### src/rtl/motor_cmd_queue_if.sv
// motor_cmd_queue_if: command, motor-feedback and move-output bundle for motor_cmd_queue
interface motor_cmd_queue_if #(parameter int DEPTH = 4);
  logic cmd_valid;
  logic cmd_ready;
  logic [18:0] cmd_pos;
  logic [12:0] cmd_div;
  logic flush;
  logic [18:0] cur_position;
  logic motor_active;
  logic step_in;
  logic [18:0] newPos;
  logic [12:0] divider;
  logic busy;
  logic [$clog2(DEPTH):0] level;
  modport master (
    output cmd_valid, cmd_pos, cmd_div, flush, cur_position, motor_active, step_in,
    input  cmd_ready, newPos, divider, busy, level
  );
  modport slave (
    input  cmd_valid, cmd_pos, cmd_div, flush, cur_position, motor_active, step_in,
    output cmd_ready, newPos, divider, busy, level
  );
endinterface

### src/rtl/motor_cmd_queue.sv
// motor_cmd_queue: FIFO of moves issued one at a time to the step controller; trapezoidal ramp under MOTOR_CMD_QUEUE_RAMP_EN
module motor_cmd_queue #(
  parameter int DEPTH = 4,
  parameter logic [12:0] START_DIV = 13'd4000,
  parameter logic [12:0] RAMP_STEP = 13'd16
) (
  input logic CLK,
  input logic reset,
  motor_cmd_queue_if.slave bus
);
  localparam int AW = $clog2(DEPTH);
  localparam int LW = AW + 1;
  typedef enum logic [1:0] {IDLE, LOAD, RUN} state_t;
  state_t state, state_nx;
  logic [31:0] mem [DEPTH];
  logic [AW-1:0] wr_ptr, rd_ptr;
  logic [LW-1:0] level;
  logic [18:0] new_pos, head_pos;
  logic [12:0] divider, head_div, load_div;
  logic full, push, pop, done;
  assign full = level == LW'(DEPTH);
  assign push = bus.cmd_valid && bus.cmd_ready;
  assign pop = state == LOAD;
  assign done = bus.cur_position == new_pos && !bus.motor_active;
  assign head_pos = mem[rd_ptr][31:13];
  assign head_div = mem[rd_ptr][12:0];
  assign bus.cmd_ready = !full && !bus.flush && !reset;
  assign bus.level = level;
  assign bus.busy = state != IDLE;
  assign bus.newPos = new_pos;
  assign bus.divider = divider;
  // entry storage; needs no reset since level gates every read
  always_ff @(posedge CLK)
    if (push) mem[wr_ptr] <= {bus.cmd_pos, bus.cmd_div};
  // pointers and occupancy; flush empties the queue outright
  always_ff @(posedge CLK)
    if (reset || bus.flush) begin
      wr_ptr <= '0;
      rd_ptr <= '0;
      level <= '0;
    end else begin
      if (push) wr_ptr <= wr_ptr + 1'b1;
      if (pop) rd_ptr <= rd_ptr + 1'b1;
      level <= level + LW'(push) - LW'(pop);
    end
  // sequencer state register
  always_ff @(posedge CLK)
    state <= reset ? IDLE : state_nx;
  // next state: wait for a queued move, load it, run until the position matches and the motor is idle
  always_comb begin
    state_nx = state;
    state_nx = bus.flush ? IDLE :
               state == IDLE ? (level != 0 ? LOAD : IDLE) :
               state == LOAD ? RUN :
               done ? IDLE : RUN;
  end
`ifdef MOTOR_CMD_QUEUE_RAMP_EN
  logic step_d, step_rise, decel, accel;
  logic [12:0] tgt_div, ramp_div;
  logic [18:0] accel_cnt, ramp_cnt, remaining;
  logic [19:0] diff;
  logic [13:0] up, dn;
  // per-step ramp: decelerate once the steps left fit inside the steps spent accelerating
  always_comb begin
    step_rise = bus.step_in && !step_d;
    diff = {new_pos[18], new_pos} - {bus.cur_position[18], bus.cur_position};
    remaining = diff[19] ? 19'(-diff) : diff[18:0];
    up = {1'b0, divider} + {1'b0, RAMP_STEP};
    dn = {1'b0, divider} - {1'b0, RAMP_STEP};
    decel = remaining <= accel_cnt;
    accel = divider > tgt_div;
    ramp_div = decel ? (up > {1'b0, START_DIV} ? START_DIV : up[12:0]) :
               accel ? (dn[13] || dn < {1'b0, tgt_div} ? tgt_div : dn[12:0]) : divider;
    ramp_cnt = decel ? (accel_cnt == '0 ? accel_cnt : accel_cnt - 1'b1) :
               accel ? (&accel_cnt ? accel_cnt : accel_cnt + 1'b1) : accel_cnt;
    load_div = head_div > START_DIV ? head_div : START_DIV;
  end
  // move outputs and ramp state; flush parks the target on the current position
  always_ff @(posedge CLK)
    if (reset) begin
      new_pos <= '0;
      divider <= START_DIV;
      tgt_div <= '0;
      accel_cnt <= '0;
      step_d <= 1'b0;
    end else begin
      step_d <= bus.step_in;
      if (bus.flush) new_pos <= bus.cur_position;
      else if (state == LOAD) begin
        new_pos <= head_pos;
        divider <= load_div;
        tgt_div <= head_div;
        accel_cnt <= '0;
      end else if (state == RUN && step_rise) begin
        divider <= ramp_div;
        accel_cnt <= ramp_cnt;
      end
    end
`else
  assign load_div = head_div;
  // move outputs; divider is fixed for the whole move, flush parks the target on the current position
  always_ff @(posedge CLK)
    if (reset) begin
      new_pos <= '0;
      divider <= START_DIV;
    end else if (bus.flush) new_pos <= bus.cur_position;
    else if (state == LOAD) begin
      new_pos <= head_pos;
      divider <= load_div;
    end
`endif
endmodule

### src/flat_wrapper.sv
// flat-port wrapper written by rule: the top's interface ports become plain ports
module motor_cmd_queue_flat 
#(
  parameter int DEPTH = 4,
  parameter logic [12:0] START_DIV = 13'd4000,
  parameter logic [12:0] RAMP_STEP = 13'd16
)
  (CLK, reset, bus_cmd_valid, bus_cmd_pos, bus_cmd_div, bus_flush, bus_cur_position, bus_motor_active, bus_step_in, bus_cmd_ready, bus_newPos, bus_divider, bus_busy, bus_level);
  motor_cmd_queue_if #(.DEPTH(DEPTH)) bus_i ();
  input logic CLK;
  input logic reset;
  input wire logic [$bits(bus_i.cmd_valid)-1:0] bus_cmd_valid;
  input wire logic [$bits(bus_i.cmd_pos)-1:0] bus_cmd_pos;
  input wire logic [$bits(bus_i.cmd_div)-1:0] bus_cmd_div;
  input wire logic [$bits(bus_i.flush)-1:0] bus_flush;
  input wire logic [$bits(bus_i.cur_position)-1:0] bus_cur_position;
  input wire logic [$bits(bus_i.motor_active)-1:0] bus_motor_active;
  input wire logic [$bits(bus_i.step_in)-1:0] bus_step_in;
  output wire logic [$bits(bus_i.cmd_ready)-1:0] bus_cmd_ready;
  output wire logic [$bits(bus_i.newPos)-1:0] bus_newPos;
  output wire logic [$bits(bus_i.divider)-1:0] bus_divider;
  output wire logic [$bits(bus_i.busy)-1:0] bus_busy;
  output wire logic [$bits(bus_i.level)-1:0] bus_level;
  assign bus_i.cmd_valid = bus_cmd_valid;
  assign bus_i.cmd_pos = bus_cmd_pos;
  assign bus_i.cmd_div = bus_cmd_div;
  assign bus_i.flush = bus_flush;
  assign bus_i.cur_position = bus_cur_position;
  assign bus_i.motor_active = bus_motor_active;
  assign bus_i.step_in = bus_step_in;
  assign bus_cmd_ready = bus_i.cmd_ready;
  assign bus_newPos = bus_i.newPos;
  assign bus_divider = bus_i.divider;
  assign bus_busy = bus_i.busy;
  assign bus_level = bus_i.level;
  motor_cmd_queue #(.DEPTH(DEPTH), .START_DIV(START_DIV), .RAMP_STEP(RAMP_STEP)) u_core (.CLK(CLK), .reset(reset), .bus(bus_i));
endmodule
### config.mk
export PLATFORM = sky130hd
export DESIGN_NAME = motor_cmd_queue_flat
export DESIGN_NICKNAME = d
export VERILOG_FILES = /design/src/rtl/motor_cmd_queue_if.sv /design/src/rtl/motor_cmd_queue.sv /design/src/flat_wrapper.sv
export SDC_FILE = /design/constraint.sdc
export NUM_CORES = 1
export LEC_CHECK = 0
export ABC_AREA = 1
export CAP_MARGIN = 20
export CORE_MARGIN = 2
export CORE_UTILIZATION = 46
export DETAILED_ROUTE_END_ITERATION = 12
export PLACE_DENSITY = 0.72
export SYNTH_ARGS = -nofsm -noshare
export SYNTH_HDL_FRONTEND = slang
export SYNTH_SLANG_ARGS = --single-unit
### constraint.sdc
create_clock -name CLK -period 4.6 [get_ports CLK]
set_input_delay 1.15 -clock CLK [delete_from_list [all_inputs] [get_ports CLK]]
set_output_delay 1.15 -clock CLK [all_outputs]
set_load 0.05 [all_outputs]
### Yosys cells after proc, flatten, opt, wreduce, memory -nomap -nowiden

Memories as Yosys holds them, arrays and structs flattened. A register that Yosys moved wholly into a read port is not among the register bits.
Cells that the tools add are included.
Widths: inputs -> output; s select.

* bits in writable memories: 128
* word-level logic and storage cells: 40
* bits of input ports: 57
* memories: 1
* flip-flop bits (word level): 41

* reductions and logical operators: 15
* muxes and demuxes: 10
* bitwise gates (word level): 1
* equal/unequal tests: 3
* add/subtract/negate cells: 4

Memories
* u_core.mem: depth 4, bits a word 32, read ports 1, clocked after Yosys merged registers in 1, wr ports 1, line motor_cmd_queue.sv:15 `logic [31:0] mem [DEPTH];`

Operator list (number)
* $mux 19: 2
* $eq 19x19->1: 1
* $mux 2: 5
* $add 2x1->2 const B: 2
* $logic_and 1x1->1: 4
* $logic_not 1->1: 4
* $reduce_bool 2->1: 2
* $add 3x1->3: 1
* $eq 3x3->1 const B: 1
* $mux 1: 3
* $reduce_bool 3->1: 1
* $sub 3x1->3: 1
* $eq 2x1->1 const B: 1
* $logic_not 2->1: 1
* $reduce_and 2->1: 1
* $reduce_or 2->1: 1
* $logic_or 1x1->1: 1
* $not 1->1: 1

### Logic depth before layout (Yosys ltp)

Gate-level depths: netlist of run 1.

* depth after elaboration: 7
* mapped depth: 11

### Worst setup path after synthesis of run 1

No wires, ideal clock.

* path kind: input port to flip-flop
* from: in reset
* to: mem u_core.mem[0][0] (enable)
* arrival time: 3329 ps
* data required time: 4179 ps
* path slack: 850 ps
* stages on the path: 6
* cells stage by stage: buf_6 -> nor2_4 -> inv_2 -> a21oi_4 -> nand2_4 -> nor2_1

* word-level cells in the longest chain between the ends: 5

Ends and longest elaborated chain
* from (decl): line flat_wrapper.sv:11 `input logic reset;`
* $logic_not 1->1: line motor_cmd_queue.sv:27 `assign bus.cmd_ready = !full && !bus.flush && !reset;`
* $logic_and 1x1->1: line motor_cmd_queue.sv:27
* named net bus_cmd_ready: line flat_wrapper.sv:19 `output wire logic [$bits(bus_i.cmd_ready)-1:0] bus_cmd_ready;`
* $logic_and 1x1->1: line motor_cmd_queue.sv:22 `assign push = bus.cmd_valid && bus.cmd_ready;`
* $mux 1: line motor_cmd_queue.sv:34 `if (push) mem[wr_ptr] <= {bus.cmd_pos, bus.cmd_div};`
* $mux 1 (not written as such): line motor_cmd_queue.sv:34
* to (decl): line motor_cmd_queue.sv:15

The timed path passes the listed nets, and every way through them passes these cells.

### Final worst setup path of run 1

* from: in bus_flush
* to: out bus_cmd_ready

* word-level cells in the longest chain between the ends: 3

Ends and longest elaborated chain
* from (decl): line flat_wrapper.sv:15 `input wire logic [$bits(bus_i.flush)-1:0] bus_flush;`
* $logic_not 1->1: line motor_cmd_queue.sv:27
* $logic_and 1x1->1 (2 in a row): line motor_cmd_queue.sv:27
* to (decl): line flat_wrapper.sv:19

No other way between the ends.

==> metrics.csv, run 1 <==
metric;value;unit
clk_latency;0.42;ns
cts_resized;0;
max_freq;0.2727;GHz
layout_min_cycle_time;3.667;ns
grt_max_degree;66;
ys.warnings.count;0;
cts_setup_buffers;0;
pin_count;94;
met3_length;993;µm
wl_met1;6306;µm
internal_power;0.002574;W
drc;0;
critPathLaunchType;input port;
wl_met2;6804;µm
report.final.setup_viol;0;
synth_cell_type_count;31;
drv_slew;0;
crit_path_max_fanout;12;
p_switching;0.0007044;W
end_kind;output port;
finish.instance_area;0.008600;mm²
synth_most_common_cell;edfxtp_1;
clkSinkCount;171;
maxCapViolCount;0;
crit_start;bus_flush;
path_clk_slew;0.06;ns
cts_root_buf;clkbuf_16;
synth_seq_cells;171;
dieArea;0.01616;mm²
drt-initial-drc-count;363;
core;0.01503;mm²
antenna_found_initial;0;
finClkSkew;0.007081;ns
num_vias;4684;
ys_top_cells_by_area;edfxtp_1 55%, dfxtp_1 12%, nor2_1 5.7%, nand2_1 5.0%, o21ai_0 3.7%;
ir_worst_vdd;0.0003095;V
fin_setup_tns;0;ns
setup_ws;0.9331;ns
firstDrtPassIters;5;
p_per_area;381.2;mW/mm²
comb_power_share;0.070;
final_net_count;787;
viasPerCell;5.069;
async_flop_share;0;
status;completed;
syn-num-nets;700;
multi_input_area;0.001929;mm²
hold_start;u_core.bus.divider[7];
syn_inst;636;
synth_compound_area_frac;0.1017;
synth_top_family_by_area;simple AND/OR/NAND/NOR gates;
drive_gt1_frac;0.07880;
htree_levels;4;
detailed_place_hpwl;8811;µm
synth_edf_count;128;
yosysTopAreaCellShare;0.5510;
die_w;127.1;µm
synth_fa_ha_area_frac;0.01363;
highest_layer;met4;
power_frac_clock;0.413;
swShare;0.2148;
slew_headroom;0.2905;
p_leak;3.112;nW
synth-simple-area-share;0.1419;
avgRoutedWirePerCell;15.33;µm
tritoncts;yes;
final_hold_viol_count;0;
synthFlopType;edfxtp_1;
yosysSeqAreaShare;0.6744;
yosysTopAreaCell;edfxtp_1;
synthMuxAreaShare;0;
gp_congestion;0.7851;
placed_area;0.008021;mm²
syn2layout_area_growth;23.28;%
syn_area;0.006975;mm²
fillers;1212;
n_antenna_cell;0;
rsz0062_at_grt;no;
seqCellArea;0.004706;mm²
start_util;0.4640;
synth_top_cells_by_count;128 x edfxtp_1, 106 x nor2_1, 92 x nand2_1;
antenna_left;0;
clk_path_buf_depth;2;
crit_arrival;2.52;ns
io_buffers;92;
grt_pass1_vias;4614;
worstSetupPathType;in -> out;
die_h;127.1;µm
cts_made_buffers;17;
track_usage;0.1842;
cts_hold_buffers;0;
preCtsSetupSlack;0.9282;ns
seq_power_share;0.516;
gr-total-overflow;0;
tightest_slew;1.063;ns
finalWirelength;14170;µm
min_path_type;reg -> reg;
critPathRequiredTime;3.45;ns
synth-xor-area-share;0.01507;
synth.avg_cell_area;10.97;µm²
fin_crit_sh;0.7972;
grt_pass1_wl;22710;µm
rows;45;
metrics by stage:
step	util	instances	power (W)	hold WS [ns]
5_1_grt	0.5720	924	0.003392	0.5123
3_3_place_gp	0.5336	892	0.001950	0.4465
6_report	0.5720	924	0.003278	0.4668
3_5_place_dp	0.5336	892	0.001956	0.4515
2_1_floorplan	-	636	0.001849	0.4669
4_1_cts	0.5720	924	0.003300	0.4709
cell type report:
class,instances,share of cell area
clock inverter,15,0.01775
sequential,171,0.5472
timing repair buffer,99,0.1144
tap,188,0.02735
inverter,44,0.01950
clock buffer,17,0.04947
multi-input combinational,390,0.2244
cell families (layout without fill, tap and decap cells):
logic type / count (synthesis) / count (layout)
xor gates and xnor gates: 12 / 12
buffers and inverters: 75 / 175
and+or+nand+nor: 239 / 239
DFF: 171 / 171
AOI/OAI and AO/OA: 132 / 132
adders and majority gates: 7 / 7
flip-flops by register name, indices dropped and copies added (netlist names), named ones only:
signal and count:
u_core.mem 128, u_core.bus.level 3, u_core.bus.divider 13, u_core.state 2
u_core.bus.newPos 19, u_core.wr_ptr 2, u_core.rd_ptr 2
layer usage:
layer / GRT usage / vias to the layer above
met2: 0.2976 / 146
met1: 0.2401 / 2185
met4: 0.05301 / 0
met3: 0.06072 / 7
met5: 0 / -
li1: - / 2346
cell usage in the layout, fill, tap and decap left out, types with 6 or more instances in the layout:
master	instances
nand3_1	29
xnor2_1	11
clkdlybuf4s50_1	91
clkbuf_16	17
dfxtp_1	42
inv_1	39
o21ai_1	28
a21oi_1	28
o21ai_0	52
edfxtp_1	128
nor2_1	102
nand2_1	92
o21bai_1	7
buf_4	7
o22ai_1	16
ha_1	6
final timing paths:
path | cells after the start | slack, ns | to
setup reg to reg | 6 | 2.31 | u_core.bus.newPos[14]
hold / removal | 2 | 0.47 | u_core.bus.divider[7]
setup / recovery | 5 | 0.93 | bus_cmd_ready
hold reg to reg | 2 | 0.47 | u_core.bus.divider[7]
critical path: stages:
cell             delay, ns
clkdlybuf4s50_1       0.64
nor2_4                0.27
inv_2                 0.10
a21oi_4               0.19
buf_12                0.16
power groups by stage:
| stage | logic, W | clock network [W] | registers (W) |
|---|---|---|---|
| after global placement | 0.000225 | 0 | 0.00172 |
| after CTS | 0.000231 | 0.00138 | 0.00169 |
| after floorplan | 0.0000845 | 0 | 0.00176 |
| final | 0.000230 | 0.00136 | 0.00169 |
| after detailed placement | 0.000230 | 0 | 0.00173 |
| after global routing | 0.000252 | 0.00145 | 0.00169 |
Note: power is estimated with default switching activity, not from simulation.
==> run 2, diff against run 1 <==
--- a/config.mk
+++ b/config.mk
@@ -10,7 +10,7 @@
 export CORE_MARGIN = 2
 export CORE_UTILIZATION = 46
 export DETAILED_ROUTE_END_ITERATION = 12
-export PLACE_DENSITY = 0.72
+export PLACE_DENSITY = 0.74
 export SYNTH_ARGS = -nofsm -noshare
 export SYNTH_HDL_FRONTEND = slang
 export SYNTH_SLANG_ARGS = --single-unit
==> constraint.sdc (replaced) <==
create_clock -name CLK -period 3.15 [get_ports CLK]
set_input_delay 0.7875 -clock CLK [delete_from_list [all_inputs] [get_ports CLK]]
set_output_delay 0.7875 -clock CLK [all_outputs]
set_load 0.05 [all_outputs]
==> run 2 against run 1 <==
  * Via count increased by 3.6%
  * Setup slack worse by 0.41 ns
  * Final area up 0.42%
  * Non-clock buffer count rose by 6
  * First-iteration DRC count fell by 5.8%
  * Sequential share of layout area decreased by 0.23 points
  * Critical path depth stayed put
  * Global-route usage is 0.79 points higher
  * Sequential power grew 46%
  * Critical endpoint unchanged
  * Highest routed layer is now met5
==> metrics.csv, run 2 (same netlist as run 1, synthesis figures left out) <==
metric;value;unit
crit_family;buffers and inverters;
ir_worst_vdd;0.0003504;V
firstDrtPassIters;4;
report.final.setup_viol;0;
busiest_layer;met2;
track_usage;0.1922;
grt_pass1_wl;23750;µm
drv_slew;0;
num_vias;4852;
core;0.01503;mm²
detailed_place_hpwl;9444;µm
clk_latency;0.42;ns
htree_levels;4;
start_util;0.4640;
cts_resized;0;
layout_min_cycle_time;2.623;ns
cts_setup_buffers;0;
met1_usage;0.2407;
finClkSkew;0.007129;ns
rows;45;
final_util;0.5744;
fillers;1232;
drive_gt1_frac;0.08356;
antenna_left;0;
worstSetupPathType;in -> out;
grt.met3_usage;0.05109;
p_per_area;557.5;mW/mm²
critPathRequiredTime;2.36;ns
final_net_count;793;
dieArea;0.01616;mm²
clk_path_buf_depth;2;
cts_root_buf;clkbuf_16;
max_freq;0.3812;GHz
io_buffers;92;
grt_pass1_vias;4815;
drt-initial-drc-count;342;
slew_headroom;0.2891;
drc;0;
mostFrequentLayoutCell;edfxtp_1;
tritoncts;yes;
gr-total-overflow;0;
cts_hold_buffers;0;
crit_path_max_fanout;6;
cpMaxStageDelayCell;clkdlybuf4s50_1;
antenna_found_initial;2;
worstPathCellList;clkdlybuf4s50_1, nor2_4, inv_2, a21oi_4, buf_12;
grt_use_met2;0.3229;
critPathLaunchType;input port;
cts_made_buffers;17;
min_path_type;reg -> reg;
p_leak;3.154;nW
die_w;127.1;µm
finalWirelength;14980;µm
status;completed;
most-common-layout-cells;128 x edfxtp_1, 102 x nor2_1, 92 x nand2_1;
clkSinkCount;171;
crit_arrival;1.84;ns
largest_reg_flops;128;
final_hold_viol_count;0;
gp_congestion;0.7700;
regMostFlops;u_core.mem;
holdWs;0.4604;ns
end_kind;output port;
crit_buf_inv;3;
viasPerCell;5.212;
fin_crit_sh;0.8327;
tightest_slew;1.066;ns
pin_count;94;
die_h;127.1;µm
grt_max_degree;65;
path_clk_slew;0.06;ns
syn2layout_area_growth;23.80;%
rsz0062_at_grt;no;
slowest_delay;0.48;ns
avgRoutedWirePerCell;16.09;µm
maxCapViolCount;0;
==> run 2: final cells by class <==
type                            instances  area [µm²]  share of cell area
Sequential cell                       171        4706              0.5449
Multi-Input combinational cell        390        1929              0.2234
Timing Repair Buffer                  105        1028              0.1191
Clock buffer                           23       467.9             0.05419
Tap cell                              188       235.2             0.02724
Inverter                               44       167.7             0.01941
Clock inverter                          9       98.84             0.01145
Antenna cell                            1       2.502           0.0002898
==> run 2: final timing paths <==
| check | start | slack [ns] | to | cells past startpoint |
|---|---|---|---|---|
| min reg2reg | u_core.bus.divider[7] | 0.46 | u_core.bus.divider[7] | 2 |
| max | bus_flush | 0.53 | bus_cmd_ready | 5 |
| min | u_core.bus.divider[7] | 0.46 | u_core.bus.divider[7] | 2 |
| max reg2reg | u_core.bus.level[1] | 1.07 | u_core.bus.level[2] | 9 |
==> run 2: stage by stage <==
stage	setup TNS, ns	setup WS (ns)	total power, W	cell area [µm²]	instances
after floorplan	-30.39	-0.2374	0.002701	6975	636
after global placement	0	0.2162	0.002850	8066	898
after detailed placement	0	0.1411	0.002862	8066	898
after CTS	0	0.5158	0.004843	8633	930
after global routing	0	0.4275	0.004957	8633	930
final	0	0.5269	0.004815	8636	931
==> run 2: worst reg2reg max path, cell delays in order, from the launching register on <==
cell,delay [ns]
dfxtp_1,0.44
nor2_1,0.12
a21oi_4,0.20
nand2_4,0.16
inv_1,0.09
ha_1,0.13
inv_1,0.05
fa_1,0.38
or2_2,0.31
a21oi_1,0.14
==> run 2: power by group <==
group | switching [W] | leakage [nW] | internal [W]
logic | 0.000196 | 1.37 | 0.000146
clock network | 0.000799 | 0.274 | 0.00120
registers | 0.0000193 | 1.51 | 0.00245
total | 0.00101 | 3.15 | 0.00380
==> run 2: routing by layer <==
layer	part of all wire	wire [µm]	vias up
li1	-	-	2355
met1	0.44	6619	2312
met2	0.48	7157	164
met3	0.067	998	19
met4	0.013	197	2
met5	0.00073	11	-
